`config.mk`:
```
export PLATFORM = sky130hd
export DESIGN_NAME = snd_arbiter
export DESIGN_NICKNAME = d
export VERILOG_FILES = /design/src/rtl/snd_pkg.sv /design/src/rtl/snd_prio_enc.sv /design/src/rtl/snd_arbiter.sv
export SDC_FILE = /design/constraint.sdc
export NUM_CORES = 1
export LEC_CHECK = 0
export CORE_ASPECT_RATIO = 0.9
export CORE_MARGIN = 10
export CORE_UTILIZATION = 49
export DETAILED_ROUTE_END_ITERATION = 7
export HOLD_SLACK_MARGIN = 0.12
export PLACE_DENSITY = 0.76
export SKIP_CTS_REPAIR_TIMING = 1
export SYNTH_ARGS = -nofsm -noshare
export SYNTH_HDL_FRONTEND = slang
export SYNTH_HIERARCHICAL = 1
export SYNTH_SLANG_ARGS = --single-unit
```
`constraint.sdc`:
```
create_clock -name clk_1mhz -period 2.19 [get_ports clk_1mhz]
set_clock_uncertainty 0.1 [all_clocks]
set_input_delay 0.3285 -clock clk_1mhz [delete_from_list [all_inputs] [get_ports clk_1mhz]]
set_output_delay 0.3285 -clock clk_1mhz [all_outputs]
set_load 0.1 [all_outputs]
```
`src/rtl/snd_pkg.sv`:
```
// Shared sound codes and arbiter state encoding.
// Sound codes are also used by sndm callers.
package snd_pkg;

  typedef enum logic [2:0] {
    SND_NONE      = 3'd0,
    SND_BEEP      = 3'd1,
    SND_START     = 3'd2,
    SND_HIT       = 3'd3,
    SND_MISS      = 3'd4,
    SND_WIN       = 3'd5,
    SND_GAMEOVER  = 3'd6,
    SND_GAMECLEAR = 3'd7
  } snd_code_e;

  typedef enum logic [2:0] {
    ST_IDLE,
    ST_HOLD,
    ST_WAIT_START,
    ST_PLAY,
    ST_SETTLE,
    ST_GAP
  } arb_state_e;

  function automatic int max3(
    input int a,
    input int b,
    input int c
  );
    int m;
    m = (a > b) ? a : b;
    return (m > c) ? m : c;
  endfunction

endpackage

```
`src/rtl/snd_prio_enc.sv`:
```
// Fixed-priority encoder: lowest set index wins.
// Used for launch selection and the preempt compare.
module snd_prio_enc #(
  parameter int N = 4,
  parameter int W = (N > 1) ? $clog2(N) : 1
) (
  input  logic [N-1:0] in_vec,
  output logic         valid,
  output logic [W-1:0] idx
);

  always_comb begin
    valid = |in_vec;
    idx   = '0;
    for (int i = N - 1; i >= 0; i--) begin
      if (in_vec[i]) idx = W'(i);
    end
  end

endmodule

```
`src/rtl/snd_arbiter.sv`:
```
// Sound request arbiter in front of sndm: latches requests,
// launches by fixed priority, stretches trig, tracks playing.
module snd_arbiter
  import snd_pkg::*;
#(
  parameter int NREQ          = 4,
  parameter int TRIG_CYCLES   = 4,
  parameter int START_TIMEOUT = 16,
  parameter int GAP_CYCLES    = 20000,
  parameter bit PREEMPT       = 1'b1
) (
  input  logic                    clk_1mhz,
  input  logic                    rst,
  input  logic [NREQ-1:0]         req,
  input  logic [3*NREQ-1:0]       req_mode,
  input  logic                    playing,
  output logic [2:0]              snd_mode,
  output logic                    trig,
  output logic                    busy,
  output logic [NREQ-1:0]         grant,
  output logic [$clog2(NREQ)-1:0] cur_src,
  output logic                    err
);

  localparam int SW = $clog2(NREQ);
  localparam int CW = $clog2(
    max3(TRIG_CYCLES, START_TIMEOUT, GAP_CYCLES) + 1);

  arb_state_e state_q, state_d;
  logic [CW-1:0] cnt_q, cnt_d;
  logic [NREQ-1:0] pend_q, pend_d;
  logic [NREQ-1:0][2:0] pmode_q, pmode_d;
  logic [2:0] snd_mode_q, snd_mode_d;
  logic trig_q, trig_d;
  logic [NREQ-1:0] grant_q, grant_d;
  logic [SW-1:0] cur_src_q, cur_src_d;
  logic err_q, err_d;
  logic win_vld;
  logic [SW-1:0] win_idx;
  logic launch;

  snd_prio_enc #(
    .N(NREQ),
    .W(SW)
  ) u_enc (
    .in_vec(pend_q),
    .valid (win_vld),
    .idx   (win_idx)
  );

  always_comb begin
    state_d    = state_q;
    cnt_d      = cnt_q + CW'(1);
    trig_d     = 1'b0;
    grant_d    = '0;
    err_d      = 1'b0;
    snd_mode_d = snd_mode_q;
    cur_src_d  = cur_src_q;
    launch     = 1'b0;
    unique case (state_q)
      ST_IDLE: begin
        cnt_d  = '0;
        launch = win_vld;
      end
      ST_HOLD: begin
        trig_d = 1'b1;
        if (cnt_q == CW'(TRIG_CYCLES - 1)) begin
          trig_d  = 1'b0;
          state_d = ST_WAIT_START;
          cnt_d   = '0;
        end
      end
      ST_WAIT_START: begin
        if (playing) begin
          state_d = ST_PLAY;
          cnt_d   = '0;
        end else if (cnt_q == CW'(START_TIMEOUT - 1)) begin
          err_d   = 1'b1;
          state_d = ST_GAP;
          cnt_d   = '0;
        end
      end
      ST_PLAY: begin
        cnt_d = '0;
        if (!playing) begin
          state_d = ST_GAP;
        end else if (PREEMPT && win_vld
                     && (win_idx < cur_src_q)) begin
          state_d = ST_SETTLE;
        end
      end
      // two low cycles let sndm's synchronizer see a fresh edge
      ST_SETTLE: begin
        launch = (cnt_q == CW'(1));
      end
      ST_GAP: begin
        if (cnt_q == CW'(GAP_CYCLES - 1)) begin
          state_d = ST_IDLE;
          cnt_d   = '0;
        end
      end
      default: begin
        state_d = ST_IDLE;
        cnt_d   = '0;
      end
    endcase
    if (launch) begin
      state_d          = ST_HOLD;
      cnt_d            = '0;
      trig_d           = 1'b1;
      grant_d[win_idx] = 1'b1;
      snd_mode_d       = pmode_q[win_idx];
      cur_src_d        = win_idx;
    end
  end

  // a capture in the grant cycle wins over the clear
  always_comb begin
    pend_d  = pend_q;
    pmode_d = pmode_q;
    if (launch) pend_d[win_idx] = 1'b0;
    for (int i = 0; i < NREQ; i++) begin
      if (req[i] && (req_mode[3*i +: 3] != 3'd0)) begin
        pend_d[i]  = 1'b1;
        pmode_d[i] = req_mode[3*i +: 3];
      end
    end
  end

  always_ff @(posedge clk_1mhz or posedge rst) begin
    if (rst) begin
      state_q    <= ST_IDLE;
      cnt_q      <= '0;
      pend_q     <= '0;
      pmode_q    <= '0;
      snd_mode_q <= '0;
      trig_q     <= 1'b0;
      grant_q    <= '0;
      cur_src_q  <= '0;
      err_q      <= 1'b0;
    end else begin
      state_q    <= state_d;
      cnt_q      <= cnt_d;
      pend_q     <= pend_d;
      pmode_q    <= pmode_d;
      snd_mode_q <= snd_mode_d;
      trig_q     <= trig_d;
      grant_q    <= grant_d;
      cur_src_q  <= cur_src_d;
      err_q      <= err_d;
    end
  end

  assign snd_mode = snd_mode_q;
  assign trig     = trig_q;
  assign busy     = (state_q != ST_IDLE);
  assign grant    = grant_q;
  assign cur_src  = cur_src_q;
  assign err      = err_q;

endmodule

```
# Word level (Yosys, flattened, before mapping)
# Cells that the tools add are included.
[word_totals]
register_bits = 45
input_bits = 19
out_inout_bits = 12
wordCells = 89
[classes]
addsub = 1
magnitude_cmp = 3
eq_ne = 14
muxes = 35
bitwise = 2
n_reduce_logical = 19
[op_table]
columns = ["op", "n"]
rows = [
  ["$mux 15", 5],
  ["$pmux 15 s4", 1],
  ["$mux 3", 8],
  ["$add 15x1->15 const B", 1],
  ["$eq 15x1->1 const B", 1],
  ["$eq 15x15->1 const B", 1],
  ["$eq 15x2->1 const B", 1],
  ["$eq 15x4->1 const B", 1],
  ["$pmux 3 s5", 1],
  ["$reduce_bool 3->1", 5],
  ["$mux 1", 11],
  ["$mux 2", 4],
  ["$mux 4", 2],
  ["$ne 4x4->1 const B", 2],
  ["$reduce_bool 2->1", 4],
  ["$bmux 3 s2", 1],
  ["$eq 3x2->1 const B", 2],
  ["$eq 3x3->1 const B", 2],
  ["$logic_and 1x1->1", 6],
  ["$ne 3x3->1 const B", 2],
  ["$reduce_and 5->1", 1],
  ["$and 4x4->4", 1],
  ["$not 4->4", 1],
  ["$reduce_or 4->1", 1],
  ["9 further kinds", 9],
]

# Depth between registers and ports, before layout
# Gate-level depths: netlist of run 1.
[logic_depth]
ltp_word = 12
mapped_depth = 7
ltp_nobuf = 7

# Hierarchy
# Netlist of run 1, hierarchy kept.
[modules_own_cells]
columns = ["mod", "instances", "cells_per_inst", "area_per_inst_um2", "seq_area_each_um2"]
rows = [
  ["snd_arbiter", 1, 220, 2188.3, 1126.1],
  ["snd_prio_enc", 1, 7, 35.0, 0.0],
]

# Least setup slack after synthesis of run 1
# Ideal clock, no wire load.
[synth_timing]
path_kind = "flip-flop to flip-flop"
from = "reg cur_src_q[1] (netlist: cur_src[1])"
to = "reg state_q[1]"
setup_time_ns = 0.125
arrival_time_ns = 2.205
t_required_ns = 1.965
setup_slack_ns = -0.240
stages_incl_launch_ff = 7
path_buffers = 0
synth_period_minus_slack_ns = 2.430
path_cell_list = "dfrtp_1 -> inv_1 -> ha_1 -> o21ai_0 -> a311oi_1 -> nor4_4 -> mux2_4"
[synth_via]
elab_chain_cells = 4
[synth_lines]
columns = ["element", "line_no", "text"]
rows = [
  ["start: declaration", "snd_arbiter.sv:36", "logic [SW-1:0] cur_src_q, cur_src_d;"],
  ["start signal: assignment", "snd_arbiter.sv:149", "cur_src_q <= cur_src_d;"],
  ["$lt 2x2->1", "snd_arbiter.sv:88", "&& (win_idx < cur_src_q)) begin"],
  ["$logic_and 1x1->1", "snd_arbiter.sv:88", ""],
  ["$ne 4x4->1 (no source line)", "n/a", ""],
  ["$reduce_and 5->1 (no source line)", "n/a", ""],
  ["end signal: assignment", "snd_arbiter.sv:142", "state_q <= state_d;"],
  ["end: declaration", "snd_arbiter.sv:29", "arb_state_e state_q, state_d;"],
]
# Every way passes these cells.
# A chain may end at the register's enable or synchronous reset.

# Worst setup path after layout of run 1
[layout_timing]
from = "reg cnt_q[9]"
to = "reg cnt_q[6]"
[layout_via]
elab_chain_cells = 5
word_cells_on_any_way = 11
cone_classes = "4 x eq/ne; 7 x mux"
[layout_lines]
columns = ["element", "line_no", "text"]
rows = [
  ["start: declaration", "snd_arbiter.sv:30", "logic [CW-1:0] cnt_q, cnt_d;"],
  ["start signal: assignment", "snd_arbiter.sv:143", "cnt_q <= cnt_d;"],
  ["$eq 15x4->1", "snd_arbiter.sv:77", "end else if (cnt_q == CW'(START_TIMEOUT - 1)) begin"],
  ["$mux 15", "snd_arbiter.sv:77", ""],
  ["$mux 15", "snd_arbiter.sv:74", "if (playing) begin"],
  ["$pmux 15 s4", "snd_arbiter.sv:60", "unique case (state_q)"],
  ["$mux 15 *", "snd_arbiter.sv:107", "if (launch) begin"],
  ["named net cnt_d[6]", "snd_arbiter.sv:30", ""],
]
# The timed path passes the listed nets; every way through them passes the cells marked *.

==> results of run 1 <==
==> critical path, delay by kind of cell, from the launching register on <==
family | cells | cell delay (ns)
compound gates | 2 | 0.45
simple gates | 3 | 0.99
buf+inv | 1 | 0.21
flops | 1 | 0.38
==> registers in the layout, summed over array words and instances, names as in the netlist <==
name / cells
cur_src: 2
grant: 4
err: 1
pend_q: 4
snd_mode: 3
state_q: 3
pmode_q: 12
cnt_q: 15
trig: 1
==> area by class of cell <==
class	instances	area share, %
Inverter	17	2.10
Multi-Input combinational cell	158	36.4
Sequential cell	45	37.1
Clock inverter	2	1.28
Timing Repair Buffer	65	18.2
Clock buffer	6	2.39
Tap cell	62	2.55
==> where the power goes <==
group / total [mW] / internal, mW / switching, mW
clock: 0.626 / 0.343 / 0.284
sequential: 0.867 / 0.853 / 0.0146
combinational: 0.0989 / 0.0555 / 0.0433
==> through the flow <==
stage          hold slack [ns]  util [%]
2_1_floorplan            0.334         -
3_3_place_gp             0.354      63.7
3_5_place_dp             0.361      63.7
4_1_cts                  0.224      66.3
5_1_grt                  0.250      68.6
6_report                 0.215      68.6
==> metal layers <==
metal	track usage, %	up-vias	part of all wire [%]
met5	0	-	0
met1	17.6	877	47
met4	6.83	0	2.2
li1	-	907	-
met2	20.4	41	47
met3	3.15	10	4.2
==> cell families (layout without fill, tap and decap cells) <==
family	Yosys count	in the layout	share of synthesized area [%]
XOR/XNOR	13	13	5.12
AND/OR/NAND/NOR	105	105	23.0
AO/OA/AOI/OAI	31	31	10.7
multiplexers	6	6	4.61
adder cells (fa/ha/maj)	3	3	1.69
buffers and inverters	24	90	4.22
flip-flops	45	45	50.6
==> placed cells by master (no fill, tap or decap), types with 3 or more instances in the layout <==
master           count
dfrtp_1             44
or3_1                4
xor2_1               3
inv_1               16
nor2_4               4
a22o_1               7
nand2_1             37
a21oi_1              3
clkbuf_8             5
nand2b_1             4
o21ai_0             10
mux4_2               3
nor2_1              16
nor3_1               7
xnor2_1             10
nand3_1              7
buf_4               44
o31ai_1              4
nor2_2               9
ha_1                 3
clkdlybuf4s50_1     18
nor4_4               3
==> how the worst max path moves through the flow <==
stage                 end     start  depth (start not counted)
6_report         cnt_q[6]  cnt_q[9]                          6
5_1_grt        state_q[2]  cnt_q[9]                          6
4_1_cts        state_q[0]  cnt_q[9]                          6
3_5_place_dp   state_q[1]  cnt_q[9]                          5
3_3_place_gp   state_q[1]  cnt_q[9]                          5
2_1_floorplan  state_q[1]  cnt_q[9]                          5
==> results.md, run 1 <==
- Status: finished with violations
- Failing checks: setup timing
- Die Height: 83.9 um
- Vias in the first global route: 1842
- Post-route design area: 3040 sq um
- Nets: 314
- Worst Setup End Kind: flop
- Clock root buffer master: clkbuf_8
- Die Area: 7640 sq um
- Tcrit/Tclk final: 102%
- Critical-path cell list: or4_4 > nor4_4 > o22ai_4 > o311ai_4 > buf_6 > nor2_2
- Most numerous cell in the Yosys netlist: dfrtp_1
- Syn. warnings: 6
- WP data arrival: 2.32 ns
- Multi-input gate area: 1110 sq um
- Most common flop cell mapped by yosys: dfrtp_1
- Critical Path Fanout Max: 7
- R2R depth: 6
- Final Hold Fails: 0
- Worst-path clk slew: 0.08 ns
- Total gr overflow: 0
- Sink Count: 45
- Fill count: 352
- DP HPWL: 4000 um
- Rel. slew slack: 61.5%
- Top-Level Pins: 31
- Share of layout cells above drive strength 1: 29.0%
- Worst-Skew Late Latency: 0.30 ns
- Initial antenna violation count: 0
- P&R area growth vs syn: 36.8%
- Overall global routing resource usage: 13.5%
- Worst Setup Start Kind: flop
- Maximum buffer depth of the clock tree: 2
- PD cells: 524 nW/um^2
- CTS tree: done
- Tot Pwr: 1.59 mW
- Worst EP required: 2.28 ns
- Leading area contributor after synthesis: dfrtp_1
- Chip width: 91.0 um
- Top post-synthesis cells by count: dfrtp_1 (45), nand2_1 (37), nor2_1 (29)
- Largest net degree at the start of global routing: 19
- Antenna diodes: 0
- Cells after DPL: 346
- Area contributors post-synth: dfrtp_1 (51%), nand2_1 (6.2%), nor2_1 (4.9%), xnor2_1 (3.9%), mux4_2 (3.0%)
- Post-Syn Area: 2220 sq um
- Worst R2R Start: cnt_q[9]
- Num CTS Buffers: 5
- CP max stage delay: 0.58 ns
- Yosys top cell area share: 50.6%
- Reg2reg setup slack: -0.04 ns
- Cells after Synth: 227
- Critical path class: reg -> reg
- Synth Net Count: 249
- Tightest Pin Transition: 0.574 ns
- First DRT Iteration DRCs: 116
- Worst vdd ir: 0.341 mV
- Initial Util: 50.2%
- Row count: 23
- Gpl congestion: 0.864
- Min-delay worst type: in -> async
- FF+latch count, synth: 45
- Core area: 4430 sq um
- Worst r2r dst: cnt_q[6]
- Post-synth EDFFs: 0
- Minimum clock period: 2.23 ns
- DR pass1 iterations: 4
- Leak: 1.34 nW
- Async set or reset register ratio after synthesis: 100%
- Peak Freq: 0.448 GHz
- Critical path's slowest cell: or4_4
- Final setup fails: 17
- Part of the Yosys area used for sequential elements: 50.6%
- H-tree depth: 2
- Max-cap viol count: 0
- DRC: 0
- Syn Area/Cell: 9.79 sq um
- WL final: 5160 um
- Non-Filler Instances: 355
- I/O Buffers: 30
- Pre-CTS WS: -0.111 ns
- Reg area: 1130 sq um
- Placed cell area: 2830 sq um
- Post-route ant nets: 0
- Setup tns final: -0.403 ns
- Vias: 1835
- Worst setup margin: -0.0400 ns
- First-pass GRT wire length: 8460 um
- WL/cell: 14.5 um
- Final slew viol count: 0
- Unrepaired setup endpoints after global routing: yes
- Netlist cell types: 38
- Vias per cell: 5.17
Power figures use the tool's default switching activity.
==> run 2: changes to the inputs <==
--- a/config.mk
+++ b/config.mk
@@ -5,12 +5,13 @@
 export SDC_FILE = /design/constraint.sdc
 export NUM_CORES = 1
 export LEC_CHECK = 0
+export CAP_MARGIN = 20
 export CORE_ASPECT_RATIO = 0.9
 export CORE_MARGIN = 10
-export CORE_UTILIZATION = 49
+export CORE_UTILIZATION = 54
 export DETAILED_ROUTE_END_ITERATION = 7
 export HOLD_SLACK_MARGIN = 0.12
-export PLACE_DENSITY = 0.76
+export PLACE_DENSITY = 0.79
 export SKIP_CTS_REPAIR_TIMING = 1
 export SYNTH_ARGS = -nofsm -noshare
 export SYNTH_HDL_FRONTEND = slang
==> constraint.sdc (replaced) <==
create_clock -name clk_1mhz -period 2.4 [get_ports clk_1mhz]
set_clock_uncertainty 0.1 [all_clocks]
set_input_delay 0.36 -clock clk_1mhz [delete_from_list [all_inputs] [get_ports clk_1mhz]]
set_output_delay 0.36 -clock clk_1mhz [all_outputs]
set_load 0.1 [all_outputs]
==> run 2 against run 1 <==
Compared with the run above: the flow now finishes without violations; combinational power down 9.0%; maximum frequency down 3.1%; worst hold slack better by 0.16 ns; worst setup slack better by 0.14 ns; critical path depth down 1; clock-buffer cell count down 1; cell count down 9.0%; sequential share of layout area up 3.1 points; wire length down 1.1%; critical path type unchanged.
==> results.md, run 2 (synthesized netlist as in run 1, its figures left out) <==
- Critical path class: reg -> reg (unchanged)
- Critical Path Fanout Max: 4 (was 7)
- Chip width: 87.6 um (was 91.0 um)
- Sequential Power Share: 53.7% (was 54.5%)
- WL/cell: 15.8 um (was 14.5 um)
- Max FFs per register: 15 (unchanged)
- Row count: 22 (was 23)
- GR Util met3: 4.90% (was 3.15%)
- Critical-path cell list: or3_2 > nor3_1 > a211oi_1 > nor4_4 > mux2_4 (was or4_4 > nor4_4 > o22ai_4 > o311ai_4 > buf_6 > nor2_2)
- CTS tree: done (unchanged)
- Final Core Density: 69.9% (was 68.6%)
- I/O Buffers: 30 (unchanged)
- Nets: 296 (was 314)
- Sw power: 333 uW (was 342 uW)
- Post-route design area: 2810 sq um (was 3040 sq um)
- Vias in the first global route: 1795 (was 1842)
- Die Area: 7090 sq um (was 7640 sq um)
- DR pass1 iterations: 4 (unchanged)
- Max-cap viol count: 0 (unchanged)
- Tightest Pin Transition: 0.727 ns (was 0.574 ns)
- Overall global routing resource usage: 15.1% (was 13.5%)
- Most common cell after layout, fill and taps aside: dfrtp_1
- Largest Register: cnt_q (unchanged)
- Tot Pwr: 1.47 mW (was 1.59 mW)
- H-tree depth: 2 (unchanged)
- Worst-Skew Late Latency: 0.31 ns (was 0.30 ns)
- CP max stage delay: 0.55 ns (was 0.58 ns)
- Top-Level Pins: 31 (unchanged)
- Final setup fails: 0 (was 17)
- M2 GR Usage: 22.2% (was 20.4%)
- Combinational share of power: 6.1% (was 6.2%)
- DRC: 0 (unchanged)
- Vias per cell: 5.50 (was 5.17)
- Clock power share: 40.2% (was 39.3%)
- DP HPWL: 3740 um (was 4000 um)
- Peak Freq: 0.434 GHz (was 0.448 GHz)
- R2R depth: 5 (was 6)
- GRT Max-Usage Layer: met2 (unchanged)
- Unrepaired setup endpoints after global routing: yes (unchanged)
- Vias: 1776 (was 1835)
- PD cells: 524 nW/um^2 (about the same)
- Worst vdd ir: 0.393 mV (was 0.341 mV)
- P&R area growth vs syn: 26.4% (was 36.8%)
- Num CTS Buffers: 5 (unchanged)
- Leak: 1.25 nW (was 1.34 nW)
- Critical path's slowest cell: or3_2 (was or4_4)
- Placed cell area: 2670 sq um (was 2830 sq um)
- Non-Filler Instances: 323 (was 355)
- Worst Setup Start Kind: flop (unchanged)
- Tcrit/Tclk final: 95.9% (was 102%)
- Post-route ant nets: 0 (unchanged)
- Most frequent cells in the layout: dfrtp_1 (44), nand2_1 (37), nor2_1 (29) (was dfrtp_1 (44), buf_4 (44), nand2_1 (37))
- Cells after DPL: 315 (was 346)
- Initial antenna violation count: 0 (unchanged)
- WP data arrival: 2.40 ns (was 2.32 ns)
- Status: finished, final reports clean (was finished with violations)
- Core area: 4020 sq um (was 4430 sq um)
- Maximum buffer depth of the clock tree: 2 (unchanged)
- Min-delay worst type: in -> async (unchanged)
- Final slew viol count: 0 (unchanged)
- Final Hold Fails: 0 (unchanged)
- Worst Setup End Kind: flop (unchanged)
- GRT met1 Usage: 20.2% (was 17.6%)
- Antenna diodes: 0 (unchanged)
- Biggest regs: cnt_q x15, pmode_q x12 (unchanged)
- Initial Util: 55.3% (was 50.2%)
- Worst-path clk slew: 0.10 ns (was 0.08 ns)
- Die Height: 80.9 um (was 83.9 um)
- Clock root buffer master: clkbuf_8 (unchanged)
- Gpl congestion: 0.805 (was 0.864)
- Minimum clock period: 2.30 ns (was 2.23 ns)
- First DRT Iteration DRCs: 129 (was 116)
- Total gr overflow: 0 (unchanged)
- Sink Count: 45 (unchanged)
- Net Sw Frac: 22.6% (was 21.5%)
- Worst EP required: 2.49 ns (was 2.28 ns)
- WL final: 5100 um (was 5160 um)
- Int Pwr: 1.14 mW (was 1.25 mW)
- First-pass GRT wire length: 8550 um (was 8460 um)
- Largest net degree at the start of global routing: 46 (was 19)
- Rel. slew slack: 51.2% (was 61.5%)
- Share of layout cells above drive strength 1: 20.0% (was 29.0%)
[run 2: cell count changes in the layout (fill, tap and decap cells not counted), moves of 2 or more]
cell | previous run | this run
buf_4 | 44 | 28
or3_4 | 2 | 0
nor2_4 | 4 | 0
nor2_2 | 9 | 0
buf_6 | 2 | 0
nor2_1 | 16 | 29
[run 2: final cells by class]
cell class,count,area [sq um]
multi-input combinational,158,1030
timing repair buffer,47,410
clock buffer,5,68.8
clock inverter,3,46.3
sequential,45,1130
tap,48,60.1
inverter,17,63.8
fill,293,1210
[run 2: worst paths after layout]
kind,startpoint,end,slack (ns)
worst max-delay path,cnt_q[12],state_q[1],0.1
worst min-delay path,rst,pmode_q[1],0.38
worst max register to register,cnt_q[12],state_q[1],0.1
worst min register to register,snd_mode[0],snd_mode[0],0.38
max in group asynchronous,rst,cur_src[1],1.39
min in group clk_1mhz,snd_mode[0],snd_mode[0],0.38
[run 2: power groups by stage]
| stage | clock network (mW) | logic (mW) | registers (mW) |
|---|---|---|---|
| after floorplan | 0 | 0.0432 | 0.800 |
| after global placement | 0 | 0.0899 | 0.805 |
| after detailed placement | 0 | 0.0912 | 0.805 |
| after CTS | 0.602 | 0.0916 | 0.790 |
| after global routing | 0.634 | 0.102 | 0.793 |
| final | 0.592 | 0.0900 | 0.790 |
[run 2: critical path, delay by kind of cell (launching register included)]
family	cells	cell delay (ns)
flops	1	0.42
mux	1	0.32
compound gates	1	0.20
simple gates	3	1.14
[run 2: per-stage QoR]
| stage | hold slack (ns) | TNS, ns | setup slack, ns |
|---|---|---|---|
| after floorplan | 0.341 | 0 | 0.0640 |
| after global placement | 0.354 | 0 | 0.114 |
| after detailed placement | 0.361 | 0 | 0.0514 |
| after CTS | 0.383 | 0 | 0.0407 |
| after global routing | 0.406 | -0.0140 | -0.0120 |
| final | 0.377 | 0 | 0.0984 |
[run 2: metal layers]
| layer | wire, um | vias to the layer above |
|---|---|---|
| met1 | 2280 | 866 |
| met2 | 2440 | 38 |
| met4 | 79 | 0 |
| met5 | 0 | - |
| li1 | - | 866 |
| met3 | 301 | 6 |
==> run 3: changes to the inputs <==
--- a/config.mk
+++ b/config.mk
@@ -9,6 +9,7 @@
 export CORE_ASPECT_RATIO = 0.9
 export CORE_MARGIN = 10
 export CORE_UTILIZATION = 54
+export CTS_CLUSTER_DIAMETER = 60
 export DETAILED_ROUTE_END_ITERATION = 7
 export HOLD_SLACK_MARGIN = 0.12
 export PLACE_DENSITY = 0.79
@@ -17,3 +18,4 @@
 export SYNTH_HDL_FRONTEND = slang
 export SYNTH_HIERARCHICAL = 1
 export SYNTH_SLANG_ARGS = --single-unit
+export TNS_END_PERCENT = 5
==> constraint.sdc (replaced) <==
create_clock -name clk_1mhz -period 2.5 [get_ports clk_1mhz]
set_clock_uncertainty 0.1 [all_clocks]
set_input_delay 0.375 -clock clk_1mhz [delete_from_list [all_inputs] [get_ports clk_1mhz]]
set_output_delay 0.375 -clock clk_1mhz [all_outputs]
set_load 0.1 [all_outputs]
==> run 3 against run 2 <==
Compared with the run above: die area is the same; wire length shrank 7.5%; cell area shrank 2.8%; register-to-register slack is essentially flat; cell count shrank 1.5%; largest cell class unchanged; worst setup slack gained 0.011 ns; clock-buffer cell count is the same; core utilization shrank 2.0 points; global-route usage shrank 1.6 points; critical path depth grew 1; non-clock buffer count shrank 5; sequential cell count is the same.
==> results.md, run 3 (synthesized netlist as in run 1, its figures left out) <==
- Largest net degree at the start of global routing: 46 (unchanged)
- Critical Path Fanout Max: 4 (unchanged)
- Final slew viol count: 0 (unchanged)
- Hold Crit Start: snd_mode[2]
- Met3 wire length: 252 um (was 301 um)
- Worst-Skew Late Latency: 0.29 ns (was 0.31 ns)
- Overall global routing resource usage: 13.5% (was 15.1%)
- Worst EP required: 2.61 ns (was 2.49 ns)
- Unrepaired setup endpoints after global routing: no (was yes)
- Max FFs per register: 15 (unchanged)
- Largest Register: cnt_q (unchanged)
- Vias per cell: 5.56 (was 5.50)
- Vias in the first global route: 1675 (was 1795)
- Sequential Power Share: 58.6% (was 53.7%)
- Placed cell area: 2610 sq um (was 2670 sq um)
- Top Metal Used: met4 (unchanged)
- Critical path's slowest cell: or3_2 (unchanged)
- Antenna diodes: 0 (unchanged)
- WP data arrival: 2.50 ns (was 2.40 ns)
- P&R area growth vs syn: 22.8% (was 26.4%)
- CP Launch Point: cnt_q[8] (was cnt_q[12])
- Num CTS Buffers: 5 (unchanged)
- Hold path cells: 2
- CTS tree: done (unchanged)
- Tightest Pin Transition: 0.617 ns (was 0.727 ns)
- Rel. slew slack: 58.6% (was 51.2%)
- Net Sw Frac: 23.3% (was 22.6%)
- Tot Pwr: 1.30 mW (was 1.47 mW)
- Maximum buffer depth of the clock tree: 2 (unchanged)
- Int Pwr: 996 uW (was 1.14 mW)
- DRC: 0 (unchanged)
- Post-route ant nets: 0 (unchanged)
- Top-Level Pins: 31 (unchanged)
- CP max stage delay: 0.58 ns (was 0.55 ns)
- Critical-path cell list: or3_2 > nor4_2 > o22ai_2 > nor4_4 > buf_4 > mux2i_1 (was or3_2 > nor3_1 > a211oi_1 > nor4_4 > mux2_4)
- First-pass GRT wire length: 7850 um (was 8550 um)
- PD cells: 475 nW/um^2 (was 524 nW/um^2)
- Wire length on met2: 2180 um (was 2440 um)
- Most common cell after layout, fill and taps aside: dfrtp_1 (unchanged)
- WL/cell: 14.8 um (was 15.8 um)
- Final setup fails: 0 (unchanged)
- Status: finished, final reports clean (unchanged)
- Final Hold Fails: 0 (unchanged)
- Worst R2R Start: cnt_q[8] (was cnt_q[12])
- DR pass1 iterations: 4 (unchanged)
- Die Area: 7090 sq um (unchanged)
- Row count: 22 (unchanged)
- First DRT Iteration DRCs: 119 (was 129)
- H-tree depth: 2 (unchanged)
- Tcrit/Tclk final: 95.6% (was 95.9%)
- Min-delay worst type: reg -> reg (was in -> async)
- Share of layout cells above drive strength 1: 17.4% (was 20.0%)
- M1 WL: 2260 um (was 2280 um)
- Setup tns final: 0 ns (unchanged)
- Initial antenna violation count: 0 (unchanged)
- R2R depth: 6 (was 5)
- Post-route design area: 2730 sq um (was 2810 sq um)
- Die Height: 80.9 um (unchanged)
- Worst Setup Start Kind: flop (unchanged)
- Non-Filler Instances: 318 (was 323)
- Minimum clock period: 2.39 ns (was 2.30 ns)
- Core area: 4020 sq um (unchanged)
- Cells after DPL: 310 (was 315)
- Critical path class: reg -> reg (unchanged)
- Chip width: 87.6 um (unchanged)
- Sw power: 302 uW (was 333 uW)
- WL final: 4720 um (was 5100 um)
- Total gr overflow: 0 (unchanged)
- Most frequent cells in the layout: dfrtp_1 (45), nand2_1 (37), nor2_1 (29) (was dfrtp_1 (44), nand2_1 (37), nor2_1 (29))
- Worst vdd ir: 0.451 mV (was 0.393 mV)
- Clock root buffer master: clkbuf_8 (unchanged)
- Combinational share of power: 6.6% (was 6.1%)
- DP HPWL: 3560 um (was 3740 um)
- Nets: 291 (was 296)
- Gpl congestion: 0.832 (was 0.805)
- Worst Setup End Kind: flop (unchanged)
- Clock power share: 34.9% (was 40.2%)
- Initial Util: 55.3% (unchanged)
- Biggest regs: cnt_q x15, pmode_q x12 (unchanged)
- Vias: 1769 (was 1776)
- Worst-path clk slew: 0.09 ns (was 0.10 ns)
- Max-cap viol count: 0 (unchanged)
- I/O Buffers: 30 (unchanged)
- Sink Count: 45 (unchanged)
- Peak Freq: 0.418 GHz (was 0.434 GHz)
- Leak: 1.21 nW (was 1.25 nW)
run 3: cell count changes in the layout (fill, tap and decap cells not counted), sizes merged:
cell,change
buf,-5
bufinv,-1
inv,+1
run 3: per-layer routing:
metal,vias to the layer above,GRT usage (%)
li1,860,-
met5,-,0
met3,2,3.90
met1,866,19.2
met2,41,20.1
met4,0,2.87
run 3: power groups by stage:
stage                     Combinational (mW)  Sequential (mW)  Clock [mW]
after floorplan                       0.0415            0.768           0
after global placement                0.0851            0.773           0
after detailed placement              0.0870            0.774           0
after CTS                             0.0871            0.760       0.464
after global routing                  0.0950            0.762       0.496
final                                 0.0854            0.760       0.452
run 3: critical path, delay by kind of cell, from the launching register on:
kind	cells	cell delay [ns]
AO/OA/AOI/OAI	1	0.18
buffers and inverters	1	0.18
flip-flops	1	0.43
multiplexers	1	0.18
AND/OR/NAND/NOR	3	1.26
run 3: area by class of cell:
cell class | count | area [sq um]
tap | 48 | 60.1
timing repair buffer | 42 | 360
multi-input combinational | 158 | 1030
sequential | 45 | 1130
fill | 329 | 1290
clock buffer | 5 | 68.8
inverter | 17 | 63.8
clock inverter | 3 | 25.0
run 3: stage by stage:
stage,setup WS [ns],hold WS [ns],utilization [%]
global placement,0.184,0.355,65.0
detailed placement,0.128,0.364,65.0
global route,0.00862,0.412,67.9
finish,0.109,0.376,67.9
floorplan,0.0696,0.341,-
CTS,0.0708,0.386,67.4
run 3: final timing paths:
check                           slack, ns     endpoint
worst max-delay path                 0.11   state_q[0]
worst min-delay path                 0.38  snd_mode[2]
worst max register to register       0.11   state_q[0]
worst min register to register       0.38  snd_mode[2]
max in group asynchronous            1.52   pmode_q[4]
min in group asynchronous            0.41   pmode_q[7]
